## src/rtl/mult_pkg.sv

```systemverilog
// Shared definitions for the dot-product sequencer around the 16x16 sequential multiplier.
package mult_pkg;

  localparam int unsigned MULT_DW = 16;
  localparam int unsigned MULT_PW = 2 * MULT_DW;
  localparam int unsigned SEXT_W  = 64;

  typedef enum logic [2:0] {
    ST_FLUSH,
    ST_IDLE,
    ST_START,
    ST_BUSY,
    ST_OUTPUT
  } state_t;

  function automatic logic [SEXT_W-1:0] sext_product(input logic [MULT_PW-1:0] p);
    return {{(SEXT_W - MULT_PW){p[MULT_PW-1]}}, p};
  endfunction

endpackage

```

## src/rtl/mult_dot_ctrl_if.sv

```systemverilog
// Operand stream, multiplier handshake and result stream of the dot-product sequencer.
interface mult_dot_ctrl_if
  import mult_pkg::*;
#(
  parameter int unsigned DW    = MULT_DW,
  parameter int unsigned PW    = MULT_PW,
  parameter int unsigned ACC_W = 40,
  parameter int unsigned LEN_W = 8
);

  logic             in_valid;
  logic             in_ready;
  logic [DW-1:0]    in_a;
  logic [DW-1:0]    in_b;
  logic             in_last;

  logic             mul_st;
  logic [DW-1:0]    mul_mtp;
  logic [DW-1:0]    mul_mtc;
  logic             mul_done;
  logic [PW-1:0]    mul_product;

  logic             out_valid;
  logic             out_ready;
  logic [ACC_W-1:0] out_sum;
  logic [LEN_W-1:0] out_count;
  logic             out_ovf;

  // slave: the sequencer itself; master: the surrounding environment
  modport slave (
    input  in_valid, in_a, in_b, in_last, mul_done, mul_product, out_ready,
    output in_ready, mul_st, mul_mtp, mul_mtc, out_valid, out_sum, out_count, out_ovf
  );

  modport master (
    output in_valid, in_a, in_b, in_last, mul_done, mul_product, out_ready,
    input  in_ready, mul_st, mul_mtp, mul_mtc, out_valid, out_sum, out_count, out_ovf
  );

endinterface

```

## src/rtl/mult_dot_ctrl.sv

```systemverilog
// Dot-product sequencer: feeds operand pairs to the sequential multiplier one at a time
// and accumulates the sign-extended products into a wide wrap-around accumulator.
module mult_dot_ctrl
  import mult_pkg::*;
#(
  parameter int unsigned DW           = MULT_DW,
  parameter int unsigned PW           = MULT_PW,
  parameter int unsigned ACC_W        = 40,
  parameter int unsigned LEN_W        = 8,
  parameter int unsigned FLUSH_CYCLES = 20
) (
  input  logic            clk,
  input  logic            rst,
  mult_dot_ctrl_if.slave  bus
);

  localparam int unsigned FW = $clog2(FLUSH_CYCLES + 1);

  state_t                   state, state_next;
  logic [FW-1:0]            flush_cnt;
  logic                     flush_done;

  logic                     last_r;
  logic signed [ACC_W-1:0]  acc;
  logic [LEN_W-1:0]         cnt;
  logic                     ovf;

  logic                     mul_st_r;
  logic [DW-1:0]            mtp_r, mtc_r;
  logic                     out_valid_r;
  logic [ACC_W-1:0]         out_sum_r;
  logic [LEN_W-1:0]         out_count_r;
  logic                     out_ovf_r;

  logic [SEXT_W-1:0]        prod_ext;
  logic [SEXT_W-1:0]        sum_w;
  logic [SEXT_W-ACC_W:0]    sum_hi;
  logic [ACC_W-1:0]         sum;
  logic                     add_ovf;
  logic                     cnt_sat;
  logic [LEN_W-1:0]         cnt_next;
  logic                     ovf_next;

  assign flush_done = (flush_cnt == FW'(FLUSH_CYCLES - 1));

  // The exact sum is formed at 64 bits; a signed overflow of the ACC_W-bit result is
  // equivalent to the bits above the ACC_W sign position not all matching it.
  always_comb begin
    prod_ext = sext_product(bus.mul_product);
    sum_w    = SEXT_W'(acc) + prod_ext;
    sum_hi   = sum_w[SEXT_W-1:ACC_W-1];
    sum      = sum_w[ACC_W-1:0];
    add_ovf  = !((&sum_hi) || !(|sum_hi));
    cnt_sat  = &cnt;
    cnt_next = cnt_sat ? cnt : cnt + LEN_W'(1);
    ovf_next = ovf | add_ovf | cnt_sat;
  end

  always_ff @(posedge clk) begin
    if (rst) state <= ST_FLUSH;
    else     state <= state_next;
  end

  always_comb begin
    state_next = state;
    unique case (state)
      ST_FLUSH:  if (flush_done)       state_next = ST_IDLE;
      ST_IDLE:   if (bus.in_valid)     state_next = ST_START;
      ST_START:                        state_next = ST_BUSY;
      ST_BUSY:   if (bus.mul_done)     state_next = last_r ? ST_OUTPUT : ST_IDLE;
      ST_OUTPUT: if (bus.out_ready)    state_next = ST_IDLE;
      default:                         state_next = ST_FLUSH;
    endcase
  end

  always_ff @(posedge clk) begin
    if (rst) begin
      flush_cnt   <= '0;
      last_r      <= 1'b0;
      acc         <= '0;
      cnt         <= '0;
      ovf         <= 1'b0;
      mul_st_r    <= 1'b0;
      mtp_r       <= '0;
      mtc_r       <= '0;
      out_valid_r <= 1'b0;
      out_sum_r   <= '0;
      out_count_r <= '0;
      out_ovf_r   <= 1'b0;
    end else begin
      mul_st_r <= (state_next == ST_START);
      if (state == ST_FLUSH && !flush_done)
        flush_cnt <= flush_cnt + FW'(1);
      if (state == ST_IDLE && bus.in_valid) begin
        mtp_r  <= bus.in_a;
        mtc_r  <= bus.in_b;
        last_r <= bus.in_last;
      end
      if (state == ST_BUSY && bus.mul_done) begin
        acc <= sum;
        cnt <= cnt_next;
        ovf <= ovf_next;
        if (last_r) begin
          out_sum_r   <= sum;
          out_count_r <= cnt_next;
          out_ovf_r   <= ovf_next;
          out_valid_r <= 1'b1;
        end
      end
      if (state == ST_OUTPUT && bus.out_ready) begin
        acc         <= '0;
        cnt         <= '0;
        ovf         <= 1'b0;
        out_valid_r <= 1'b0;
      end
    end
  end

  assign bus.in_ready  = (state == ST_IDLE);
  assign bus.mul_st    = mul_st_r;
  assign bus.mul_mtp   = mtp_r;
  assign bus.mul_mtc   = mtc_r;
  assign bus.out_valid = out_valid_r;
  assign bus.out_sum   = out_sum_r;
  assign bus.out_count = out_count_r;
  assign bus.out_ovf   = out_ovf_r;

endmodule
```

## src/flat_wrapper.sv

```systemverilog
// flat-port wrapper written by rule: the top's interface ports become plain ports
module mult_dot_ctrl_flat import mult_pkg::*;
#(
  parameter int unsigned DW           = MULT_DW,
  parameter int unsigned PW           = MULT_PW,
  parameter int unsigned ACC_W        = 40,
  parameter int unsigned LEN_W        = 8,
  parameter int unsigned FLUSH_CYCLES = 20
)
  (clk, rst, bus_in_valid, bus_in_a, bus_in_b, bus_in_last, bus_mul_done, bus_mul_product, bus_out_ready, bus_in_ready, bus_mul_st, bus_mul_mtp, bus_mul_mtc, bus_out_valid, bus_out_sum, bus_out_count, bus_out_ovf);
  mult_dot_ctrl_if #(.DW(DW), .PW(PW), .ACC_W(ACC_W), .LEN_W(LEN_W)) bus_i ();
  input  logic clk;
  input  logic rst;
  input wire logic [$bits(bus_i.in_valid)-1:0] bus_in_valid;
  input wire logic [$bits(bus_i.in_a)-1:0] bus_in_a;
  input wire logic [$bits(bus_i.in_b)-1:0] bus_in_b;
  input wire logic [$bits(bus_i.in_last)-1:0] bus_in_last;
  input wire logic [$bits(bus_i.mul_done)-1:0] bus_mul_done;
  input wire logic [$bits(bus_i.mul_product)-1:0] bus_mul_product;
  input wire logic [$bits(bus_i.out_ready)-1:0] bus_out_ready;
  output wire logic [$bits(bus_i.in_ready)-1:0] bus_in_ready;
  output wire logic [$bits(bus_i.mul_st)-1:0] bus_mul_st;
  output wire logic [$bits(bus_i.mul_mtp)-1:0] bus_mul_mtp;
  output wire logic [$bits(bus_i.mul_mtc)-1:0] bus_mul_mtc;
  output wire logic [$bits(bus_i.out_valid)-1:0] bus_out_valid;
  output wire logic [$bits(bus_i.out_sum)-1:0] bus_out_sum;
  output wire logic [$bits(bus_i.out_count)-1:0] bus_out_count;
  output wire logic [$bits(bus_i.out_ovf)-1:0] bus_out_ovf;
  assign bus_i.in_valid = bus_in_valid;
  assign bus_i.in_a = bus_in_a;
  assign bus_i.in_b = bus_in_b;
  assign bus_i.in_last = bus_in_last;
  assign bus_i.mul_done = bus_mul_done;
  assign bus_i.mul_product = bus_mul_product;
  assign bus_i.out_ready = bus_out_ready;
  assign bus_in_ready = bus_i.in_ready;
  assign bus_mul_st = bus_i.mul_st;
  assign bus_mul_mtp = bus_i.mul_mtp;
  assign bus_mul_mtc = bus_i.mul_mtc;
  assign bus_out_valid = bus_i.out_valid;
  assign bus_out_sum = bus_i.out_sum;
  assign bus_out_count = bus_i.out_count;
  assign bus_out_ovf = bus_i.out_ovf;
  mult_dot_ctrl #(.DW(DW), .PW(PW), .ACC_W(ACC_W), .LEN_W(LEN_W), .FLUSH_CYCLES(FLUSH_CYCLES)) u_core (.clk(clk), .rst(rst), .bus(bus_i));
endmodule
```

## config.mk

```make
export PLATFORM = sky130hd
export DESIGN_NAME = mult_dot_ctrl_flat
export DESIGN_NICKNAME = d
export VERILOG_FILES = /design/src/rtl/mult_pkg.sv /design/src/rtl/mult_dot_ctrl_if.sv /design/src/rtl/mult_dot_ctrl.sv /design/src/flat_wrapper.sv
export SDC_FILE = /design/constraint.sdc
export NUM_CORES = 1
export LEC_CHECK = 0
export BUFFER_PORTS_ARGS = -buffer_cell sky130_fd_sc_hd__buf_2
export CAP_MARGIN = 15
export CORE_MARGIN = 1
export CORE_UTILIZATION = 40
export CTS_BUF_LIST = sky130_fd_sc_hd__clkbuf_16
export DETAILED_ROUTE_END_ITERATION = 8
export PLACE_DENSITY = 0.73
export SYNTH_ARGS = -nofsm -noshare
export SYNTH_HDL_FRONTEND = slang
export SYNTH_SLANG_ARGS = --single-unit
```

## constraint.sdc

```tcl
create_clock -name clk -period 6.96 [get_ports clk]
set_input_delay 1.044 -clock clk [delete_from_list [all_inputs] [get_ports clk]]
set_output_delay 1.044 -clock clk [all_outputs]
set_load 0.01 [all_outputs]
```

==> flow_summary.toml <==
[status]
run_status = "finished, final reports clean"

[layout]
drive_above_1_share_pct = 19.33
antenna_cells = 0
nets = 1171
postLayoutCellArea_um2 = 8875
syn2layout_area_growth_pct = 20.22
fillers = 1797
final_cells = 1300
multi_input_area_um2 = 4299
sequential_cell_area_um2 = 2823

[clocking]
worst_skew_pair.late_latency_ns = 0.43
clk_transition_reported_paths_ns = 0.06
total_clock_buffers_created_by_cts = 17
tritoncts = "done"
number_of_buffers_on_the_longest_clock_path = 2
htree_levels = 4
cts_root_buffer = "clkbuf_16"
cts-resized-gates = 0
count_of_hold_fix_buffers_inserted_at_cts = 0
clkSinkCount = 141
post-cts-setup-buffer-count = 0

[synthesis]
syn-num-nets = 1052
syn_area_per_cell_um2 = 7.862
synthDominantAreaCellType = "dfxtp_1"
synthDistinctLibCells = 63
postSynthCellCount = 939
postSynth.asyncResetShare_pct = 0
synth_top_area_share_pct = 38.24
post_synth_edffs = 0
synth.cells.most_frequent = "nand2_1 (219), dfxtp_1 (141), a21oi_1 (134), nor2_1 (69), clkbuf_1 (45)"
syn_area_um2 = 7382
cell_with_the_most_instances_after_synthesis = "nand2_1"
yosys_most_used_dff = "dfxtp_1"
synth.ff_latch_count = 141
yosysSeqAreaShare_pct = 38.24
synth-warning-count = 0
synth.area.top_cells = "dfxtp_1 (38%), nand2_1 (11%), a21oi_1 (9.1%), ha_1 (7.1%), nor2_1 (3.5%)"

[routing]
drt-initial-drc-count = 398
routed_wire_length_per_instance_um = 14.91
routed_wl_um = 19380
detailroute.via_count = 6910
detail_route.drc_violations = 0
viasPerCell = 5.315
ant_nets = 0
drtPass1Iterations = 5

[worst_setup_path]
critPathSlowestCell = "fa_1"
critical_path.cell_chain = "buf_2, ha_1, fa_1, a211oi_1, o21ai_0, o2111ai_1, a31oi_1, nor4_1, nor2_1, o221ai_1, xnor2_1, a311oi_2"
worst_ep_arrival_time_ns = 3.73
crit_type = "primary input to flop"
cp_slowest_stage_delay_ns = 0.44
cp_max_fo = 3
crit-reg2reg-launch = "u_core.state[1]$_SDFF_PP0_"
required_ns = 7.24
crit_path_start_kind = "primary input"
critical_path.endpoint_type = "flop"
setup.worst_path.start = "bus_mul_product[0]"

[global_routing]
initial_antenna_violation_count = 0
number_of_global_route_vias_before_repair = 6252
largest_net_degree_at_the_start_of_global_routing = 78
grt_usage_pct = 20.63
global_route.overflow_total = 0
global_route_wire_length_before_repair_um = 30830

[placed_design]
dpl_worst_slack_ns = 3.031
globalplace.congestion = 0.9135
numPlacedInstances = 1266
dp.final_hpwl_um = 13480
buffer_ports.inserted = 153
place_area_um2 = 8234

[floorplanning]
placement_rows = 49
die_area_um2 = 19000
core_um2 = 18020
die_h_um = 137.9
design.portCount = 154
die_width_um = 137.9
initial_utilization_pct = 40.96

[hold_path]
min_path_type = "flop to flop"
hold_start = "u_core.bus.mul_mtc[6]$_SDFFE_PP0P_"

[timing]
layout_setup_ws_ns = 3.514
final-setup-viol-count = 0
max-slew-margin-rel_pct = 30.00
final.min_clock_period_ns = 3.446
rsz_0062_raised_after_global_routing = "no"
final_layout_setup_total_negative_slack_ns = 0
worst_slew_pin_slew_ns = 1.048
timing_hold_violations_final = 0
max_clock_freq_mhz = 290.2
worst_clock_skew_ns = 0.006816
timing.final.crit_share_pct = 49.51
timing.final.max_slew_violations = 0

[job]
cap_viol_max_count = 0

[power]
power-per-cell-area_nw_per_um2 = 204.5
total_leakage_power_nw = 3.837
total_power_w = 0.001815
peakVddDrop_mv = 0.1637
placed cells by master, fill, tap and decap left out, types with 6 or more instances in the layout:
cell type  count
nor3_1         9
clkbuf_16     17
a31oi_1        6
a211oi_1      17
inv_1          8
nand3_1       19
nor2_1        69
o211ai_1       6
or3_1          6
dfxtp_1      141
xnor2_1       21
a21oi_1      134
a21o_1        26
o21ai_0       19
nand2b_1       8
ha_1          42
o21bai_1       7
o31ai_1        6
xor2_1        22
nand4_1        9
nand2_1      219
buf_2        153
metrics by stage:
stage          hold WS, ns  utilization (%)
2_1_floorplan       0.4291                -
3_3_place_gp        0.4388            45.68
3_5_place_dp        0.4432            45.68
4_1_cts             0.4522            48.93
5_1_grt             0.4614            49.24
6_report            0.4509            49.24
cells by family (layout without fill, tap and decap cells):
group	count (synthesis)	count (layout)	share of synthesized area, %
mux	5	5	0.6780
xor+xnor	43	43	5.102
fa+ha+maj	43	43	7.390
buf+inv	67	199	3.712
simple gates	378	378	22.29
compound gates	262	262	22.59
flops	141	141	38.24
layer usage:
layer	GRT usage (%)	up-vias	share of wire [%]
li1	-	3538	-
met1	27.19	3200	47
met2	33.39	142	47
met3	3.947	30	3.9
met4	7.428	0	1.9
met5	0	-	0
power breakdown:
group	internal [W]	switching, W
Sequential	0.000809	0.00000162
Clock	0.000532	0.000377
Combinational	0.0000354	0.0000599
Total	0.00138	0.000439
state kept, by name, summed over array words and instances, names as in the netlist:
signal / count
u_core.bus.out_ovf: 1
u_core.bus.out_sum: 40
u_core.bus.mul_mtc: 16
u_core.bus.out_count: 8
u_core.state: 3
u_core.ovf: 1
u_core.flush_cnt: 5
u_core.bus.out_valid: 1
u_core.last_r: 1
u_core.bus.mul_st: 1
u_core.acc: 40
u_core.bus.mul_mtp: 16
u_core.cnt: 8
critical path, delay by kind of cell:
family	cells	cell delay, ns
AOI/OAI and AO/OA	6	1.20
adders and majority gates	2	0.65
and+or+nand+nor	2	0.55
xor gates and xnor gates	1	0.19
buffers and inverters	1	0.10
final cells by class:
type	instances	area share, %
flip-flops and latches	141	31.81
clock buffers	17	4.793
well taps	229	3.229
clock inverters	15	1.805
multi-input cells	731	48.44
repair buffers	159	9.587
inverters	8	0.3384
path summary, 6_finish.rpt:
check / cells past startpoint / endpoint / slack [ns]
worst max-delay path: 12 / u_core.bus.out_ovf$_SDFFE_PP0P_ / 3.51
worst min-delay path: 2 / u_core.bus.mul_mtc[6]$_SDFFE_PP0P_ / 0.45
worst max register to register: 6 / u_core.bus.out_sum[28]$_SDFFE_PP0P_ / 3.75
worst min register to register: 2 / u_core.bus.mul_mtc[6]$_SDFFE_PP0P_ / 0.45
Power figures use the tool's default switching activity.
